===== config.mk =====
export PLATFORM = sky130hd
export DESIGN_NAME = reg_file_mp
export DESIGN_NICKNAME = d
export VERILOG_FILES = /design/src/rtl/reg_file_pkg.sv /design/src/rtl/rf_scoreboard.sv /design/src/rtl/reg_file_mp.sv
export SDC_FILE = /design/constraint.sdc
export NUM_CORES = 2
export LEC_CHECK = 0
export BUFFER_PORTS_ARGS = -buffer_cell sky130_fd_sc_hd__buf_2
export CORE_MARGIN = 2
export CORE_UTILIZATION = 30
export DETAILED_ROUTE_END_ITERATION = 8
export PLACE_DENSITY = 0.52
export SLEW_MARGIN = 20
export SYNTH_ARGS = -nofsm -noshare
export SYNTH_HDL_FRONTEND = slang
export SYNTH_SLANG_ARGS = --single-unit
export TNS_END_PERCENT = 30

===== constraint.sdc =====
create_clock -name clk -period 8.7 [get_ports clk]
set_clock_uncertainty 0.2 [all_clocks]
set_input_delay 1.74 -clock clk [delete_from_list [all_inputs] [get_ports clk]]
set_output_delay 1.74 -clock clk [all_outputs]
set_load 0.005 [all_outputs]

===== src/rtl/reg_file_pkg.sv =====
// Shared definitions for the multi-port register file and the hazard unit.
package reg_file_pkg;

    localparam int unsigned REG_ZERO    = 0;
    localparam int unsigned MAX_READ    = 4;
    localparam int unsigned MAX_WRITE   = 2;
    localparam int unsigned MAX_FIELD_W = 64;
    localparam int unsigned MAX_BUS_W   = MAX_READ * MAX_FIELD_W;

    // Result of write-port arbitration for one register.
    typedef struct packed {
        logic       hit;
        logic [0:0] port;
    } wr_sel_t;

    // Extract field p of width w from a packed bus (zero-extended to MAX_FIELD_W).
    function automatic logic [MAX_FIELD_W-1:0] get_field(
        input logic [MAX_BUS_W-1:0] bus,
        input int unsigned          p,
        input int unsigned          w
    );
        logic [MAX_BUS_W-1:0]   shifted;
        logic [MAX_FIELD_W-1:0] mask;
        shifted = bus >> (p * w);
        mask    = (w >= MAX_FIELD_W) ? '1
                                     : ((MAX_FIELD_W'(1) << w) - MAX_FIELD_W'(1));
        return MAX_FIELD_W'(shifted) & mask;
    endfunction

    // Fixed priority: the highest-indexed hitting write port wins.
    function automatic wr_sel_t wr_resolve(input logic [MAX_WRITE-1:0] hits);
        wr_sel_t sel;
        sel = '0;
        for (int unsigned p = 0; p < MAX_WRITE; p++) begin
            if (hits[p]) begin
                sel.hit  = 1'b1;
                sel.port = 1'(p);
            end
        end
        return sel;
    endfunction

endpackage


===== src/rtl/rf_scoreboard.sv =====
// Per-register busy scoreboard; a reservation beats a same-edge writeback clear.
module rf_scoreboard
    import reg_file_pkg::*;
#(
    parameter int unsigned NUM_REGS = 32
) (
    input  logic                clk,
    input  logic                rstn,
    input  logic [NUM_REGS-1:0] i_set,
    input  logic [NUM_REGS-1:0] i_clr,
    output logic [NUM_REGS-1:0] o_busy_vec
);

    localparam logic [NUM_REGS-1:0] ZERO_MASK = NUM_REGS'(1) << REG_ZERO;

    logic [NUM_REGS-1:0] r_busy;

    // Set has priority over clear; register 0 can never become busy.
    always_ff @(posedge clk or negedge rstn) begin
        if (!rstn) begin
            r_busy <= '0;
        end else begin
            r_busy <= (i_set | (r_busy & ~i_clr)) & ~ZERO_MASK;
        end
    end

    assign o_busy_vec = r_busy;

endmodule


===== src/rtl/reg_file_mp.sv =====
// Multi-port MIPS32 register file with busy scoreboard.
// Optional write-to-read forwarding is compiled in when RF_BYPASS_EN is defined.
module reg_file_mp
    import reg_file_pkg::*;
#(
    parameter int unsigned DATA_WIDTH  = 32,
    parameter int unsigned NUM_REGS    = 32,
    parameter int unsigned INDEX_WIDTH = 5,
    parameter int unsigned NUM_READ    = 2,
    parameter int unsigned NUM_WRITE   = 2
) (
    input  logic                            clk,
    input  logic                            rstn,
    input  logic [NUM_WRITE-1:0]            wr_en,
    input  logic [NUM_WRITE*INDEX_WIDTH-1:0] wr_addr,
    input  logic [NUM_WRITE*DATA_WIDTH-1:0] wr_data,
    input  logic [NUM_READ*INDEX_WIDTH-1:0] rd_addr,
    output logic [NUM_READ*DATA_WIDTH-1:0]  rd_data,
    output logic [NUM_READ-1:0]             rd_busy,
    input  logic                            rsv_en,
    input  logic [INDEX_WIDTH-1:0]          rsv_addr,
    output logic [NUM_REGS-1:0]             busy_vec
);

    logic [INDEX_WIDTH-1:0] w_waddr  [MAX_WRITE];
    logic [DATA_WIDTH-1:0]  w_wdata  [MAX_WRITE];
    logic [INDEX_WIDTH-1:0] w_raddr  [NUM_READ];
    logic [MAX_WRITE-1:0]   w_wr_hit [NUM_REGS];
    wr_sel_t                w_wsel   [NUM_REGS];
    logic [NUM_REGS-1:0]    w_set;
    logic [NUM_REGS-1:0]    w_clr;
    logic [DATA_WIDTH-1:0]  r_regs   [NUM_REGS];

    // Unpack write ports; priority slots beyond NUM_WRITE stay idle.
    always_comb begin
        for (int unsigned p = 0; p < MAX_WRITE; p++) begin
            w_waddr[p] = '0;
            w_wdata[p] = '0;
        end
        for (int unsigned p = 0; p < NUM_WRITE; p++) begin
            w_waddr[p] = INDEX_WIDTH'(get_field(MAX_BUS_W'(wr_addr), p, INDEX_WIDTH));
            w_wdata[p] = DATA_WIDTH'(get_field(MAX_BUS_W'(wr_data), p, DATA_WIDTH));
        end
    end

    // Unpack read addresses.
    always_comb begin
        for (int unsigned q = 0; q < NUM_READ; q++) begin
            w_raddr[q] = INDEX_WIDTH'(get_field(MAX_BUS_W'(rd_addr), q, INDEX_WIDTH));
        end
    end

    // Write decode: only legal, non-zero registers can be hit.
    always_comb begin
        for (int unsigned r = 0; r < NUM_REGS; r++) begin
            w_wr_hit[r] = '0;
        end
        for (int unsigned r = REG_ZERO + 1; r < NUM_REGS; r++) begin
            for (int unsigned p = 0; p < NUM_WRITE; p++) begin
                w_wr_hit[r][p] = wr_en[p] && (w_waddr[p] == INDEX_WIDTH'(r));
            end
        end
    end

    // Per-register arbitration plus scoreboard set/clear requests.
    always_comb begin
        for (int unsigned r = 0; r < NUM_REGS; r++) begin
            w_wsel[r] = wr_resolve(w_wr_hit[r]);
            w_clr[r]  = w_wsel[r].hit;
            w_set[r]  = rsv_en && (rsv_addr == INDEX_WIDTH'(r)) && (r != REG_ZERO);
        end
    end

    // Storage array; register 0 is held at its reset value forever.
    always_ff @(posedge clk or negedge rstn) begin
        if (!rstn) begin
            for (int unsigned r = 0; r < NUM_REGS; r++) begin
                r_regs[r] <= '0;
            end
        end else begin
            for (int unsigned r = REG_ZERO + 1; r < NUM_REGS; r++) begin
                if (w_wsel[r].hit) begin
                    r_regs[r] <= w_wdata[w_wsel[r].port];
                end
            end
        end
    end

    rf_scoreboard #(
        .NUM_REGS   (NUM_REGS)
    ) u_scoreboard (
        .clk        (clk),
        .rstn       (rstn),
        .i_set      (w_set),
        .i_clr      (w_clr),
        .o_busy_vec (busy_vec)
    );

    // Read muxes; address 0 and out-of-range addresses fall through to zero.
    always_comb begin
        rd_data = '0;
        rd_busy = '0;
        for (int unsigned q = 0; q < NUM_READ; q++) begin
            for (int unsigned r = REG_ZERO + 1; r < NUM_REGS; r++) begin
                if (w_raddr[q] == INDEX_WIDTH'(r)) begin
                    rd_data[q*DATA_WIDTH +: DATA_WIDTH] = r_regs[r];
                    rd_busy[q]                          = busy_vec[r];
`ifdef RF_BYPASS_EN
                    if (rstn && w_wsel[r].hit) begin
                        rd_data[q*DATA_WIDTH +: DATA_WIDTH] = w_wdata[w_wsel[r].port];
                        if (!w_set[r]) begin
                            rd_busy[q] = 1'b0;
                        end
                    end
`endif
                end
            end
        end
    end

endmodule

==> results.toml <==
[floorplan]
chipWidth_um = 471.5
boundaryPins = 192
die_y_um = 471.5
core-area_um2 = 217200
dieArea_um2 = 222300
num_rows = 171
initial_utilization_pct = 30.19

[logic_synthesis]
synthCells = 7739
ys.flop_type = "dfrtp_1"
synth_seq_cells = 1023
avgSynthCellArea_um2 = 8.472
synth-compound-area-share_pct = 24.34
yosys-top-cells-count = "mux2i_1, dfrtp_1, a21oi_1, nor2_1, o21ai_0"
synthArstFlopShare_pct = 100.0
yosys-top-cells-area = "dfrtp_1, mux2i_1, a21oi_1"
synth.net_count = 7833
synth_edf_count = 0
synth-seq-area-share_pct = 39.04
synth_top_family_by_area = "compound AO/OA/AOI/OAI gates"
synthSimpleGateAreaFrac_pct = 13.78
yosys.area.top_type = "dfrtp_1"
synth_area_um2 = 65570
synth.area.mux_share_pct = 17.24
synth_xor_area_share_pct = 0.01336
yosysUniqueCellTypes = 96
yosys_warnings = 0
netlist.area_leader.share_pct = 39.04
yosysMostFrequentCell = "mux2i_1"
synthAdderAreaFrac_pct = 0

[power_and_ir_drop]
irDropWorstVdd_mv = 0.1343
seq_power_share_pct = 45.8
swShare_pct = 38.63
switching_power_mw = 6.709
pwr-share-clk_pct = 32.9
intPower_mw = 10.66
cellPowerDensity_nw_per_um2 = 233.1
p_leak_nw = 31.41
comb_power_share_pct = 21.3

[cts]
clock_path_buffers = 3
clkSlewWorstSetupHoldPaths_ns = 0.06
cts-buffers-inserted = 131
cts_sinks = 1023
cts_setup_buffers = 0
clk_latency_ns = 0.82
cts.repair.resized = 0
cts_tree = "done"
cts_htree_levels = 4
root_buffer = "clkbuf_16"
cts_hold_buf = 0

[sta]
rsz0062_at_grt = "no"
layout_setup_ws_ns = -0.08852
setup_viol = 1
relSlewSlack_pct = 13.22
slew_viol_final = 0
max_freq_mhz = 113.8
period_needed_ns = 8.789
worst_pin_slew_ns = 1.299
finalCritPeriodShare_pct = 101.0
hold_viol_final = 0

[placed_design]
hpwlAfterDp_um = 321200
numPortBuffers = 190
gp_congestion = 1.066
dp_cells = 10350
place_area_um2 = 70080

[global_routing]
grt_util_all_layers_pct = 38.98
grt_pass1_vias = 63520
antenna_found_initial = 53
grt_max_degree = 135
overflow = 0
grt_first_pass_wirelength_um = 597200

[finish]
drive_gt1_share_pct = 12.93
post-route-cell-area_um2 = 74500
fin_nets = 7724
area_delta_synth_final_pct = 13.63
nFillCells = 22460
final_cells = 10600

[drt]
remaining_drc_errors = 0
routed_wl_um = 450000
drtPass1Iterations = 9
drtIter0Drc = 12970
vias = 70210
via_per_inst = 6.622
wl_per_cell_um = 42.44
drtAntennaViolNets = 0

[worst_setup_path]
r2r_cells = 2
worstPathRequired_ns = 6.76
rrSetupSlack_ns = 7.45
crit_cells = 9
worstPathArrival_ns = 6.85
critPathTopFamily = "simple AND/OR/NAND/NOR gates"
cp-endpoint = "rd_data[51]"
critPathKind = "input port to output pin"
crit_path_top_delay_cell = "nand2_1"
r2r-end = "r_regs[631]"
r2r_start = "r_regs[631]"
start_kind = "input port"
slowest_delay_ns = 1.05
endpoint_kind = "output pin"
crit_fanout = 27
crit_chain = "buf_2 -> nor2b_1 -> nand2_1 -> o22ai_1 -> a211oi_1 -> a211oi_1 -> o21ai_0 -> buf_4 -> buf_2"
path_buf_inv = 3
crit_path_start = "rd_addr[9]"

[min_path]
whs_path_depth = 2
hp-start = "r_regs[690]"
hold_path_class = "register to register"

[outcome]
status = "finished with violations"
violations = "setup timing"

[job]
maxCapViolCount = 0
==> routing by layer <==
| metal | global-route usage [%] | wire length (um) |
|---|---|---|
| met1 | 51.17 | 177500 |
| met2 | 55.13 | 182400 |
| met3 | 13.06 | 56800 |
| met4 | 23.20 | 33030 |
| met5 | 0 | 217 |
==> kinds of logic (layout without fill, tap and decap cells) <==
| group | after synthesis | after routing |
|---|---|---|
| and+or+nand+nor | 2084 | 2084 |
| buffers and inverters | 840 | 830 |
| other | 1 | 21 |
| xor gates and xnor gates | 1 | 1 |
| AOI/OAI and AO/OA | 2674 | 2674 |
| DFF | 1023 | 1023 |
| muxes | 1116 | 1116 |
==> placed cells by master (no fill, tap or decap), drive strengths merged, types with 35 or more instances in the layout <==
master	count
mux2	35
a221oi	80
a211oi	40
nand3	84
a22oi	128
a21oi	885
nor3	83
nand2	783
nor2b	44
o22ai	276
clkbuf	189
nor2	881
a31oi	65
o21ai	820
buf	580
o221ai	61
mux2i	1074
dfrtp	1023
==> through the flow <==
stage               power, mW  worst slack, ns   TNS, ns  utilization, %  hold slack, ns
finish                  17.37         -0.08852  -0.08852           34.31          0.3824
global placement        11.32           0.4179         0           32.26          0.3486
floorplan               9.002            3.312         0               -          0.3097
global route            17.77           0.3757         0           34.29          0.4123
detailed placement      11.42           0.3944         0           32.27          0.3635
CTS                     17.11           0.3983         0           34.28          0.3762
==> registers in the layout, indices dropped and copies added, names as in the netlist <==
name and count:
r_regs 992, u_scoreboard.o_busy_vec 31
==> power groups by stage <==
stage                     registers, mW  clock network, mW  logic (mW)
after floorplan                    6.84                  0        2.16
final                              7.96               5.72        3.69
after CTS                          7.81               5.76        3.54
after global routing               7.94               5.92        3.91
after detailed placement           7.88                  0        3.54
after global placement             7.88                  0        3.45
==> worst min-delay path, delay by kind of cell (launching register included) <==
kind / cells / cell delay (ns)
compound gates: 1 / 0.10
simple gates: 1 / 0.06
flops: 1 / 0.38
==> final cells by class <==
| cell class | instances | area (um^2) | area share (%) |
|---|---|---|---|
| inverters | 17 | 63.81 | 0.08565 |
| well taps | 2854 | 3571 | 4.793 |
| flip-flops and latches | 1023 | 25600 | 34.36 |
| clock buffers | 188 | 3806 | 5.109 |
| multi-input cells | 5876 | 36790 | 49.38 |
| repair buffers | 581 | 4063 | 5.453 |
| diodes | 20 | 50.05 | 0.06717 |
| clock inverters | 44 | 559.3 | 0.7507 |
==> worst min path at each step <==
stage                              to  slack (ns)
final                     r_regs[690]        0.38
after global routing      r_regs[681]        0.41
after CTS                 r_regs[683]        0.38
after detailed placement  r_regs[683]        0.36
after global placement    r_regs[690]        0.35
after floorplan           r_regs[683]        0.31
Note: power is estimated with default switching activity, not from simulation.
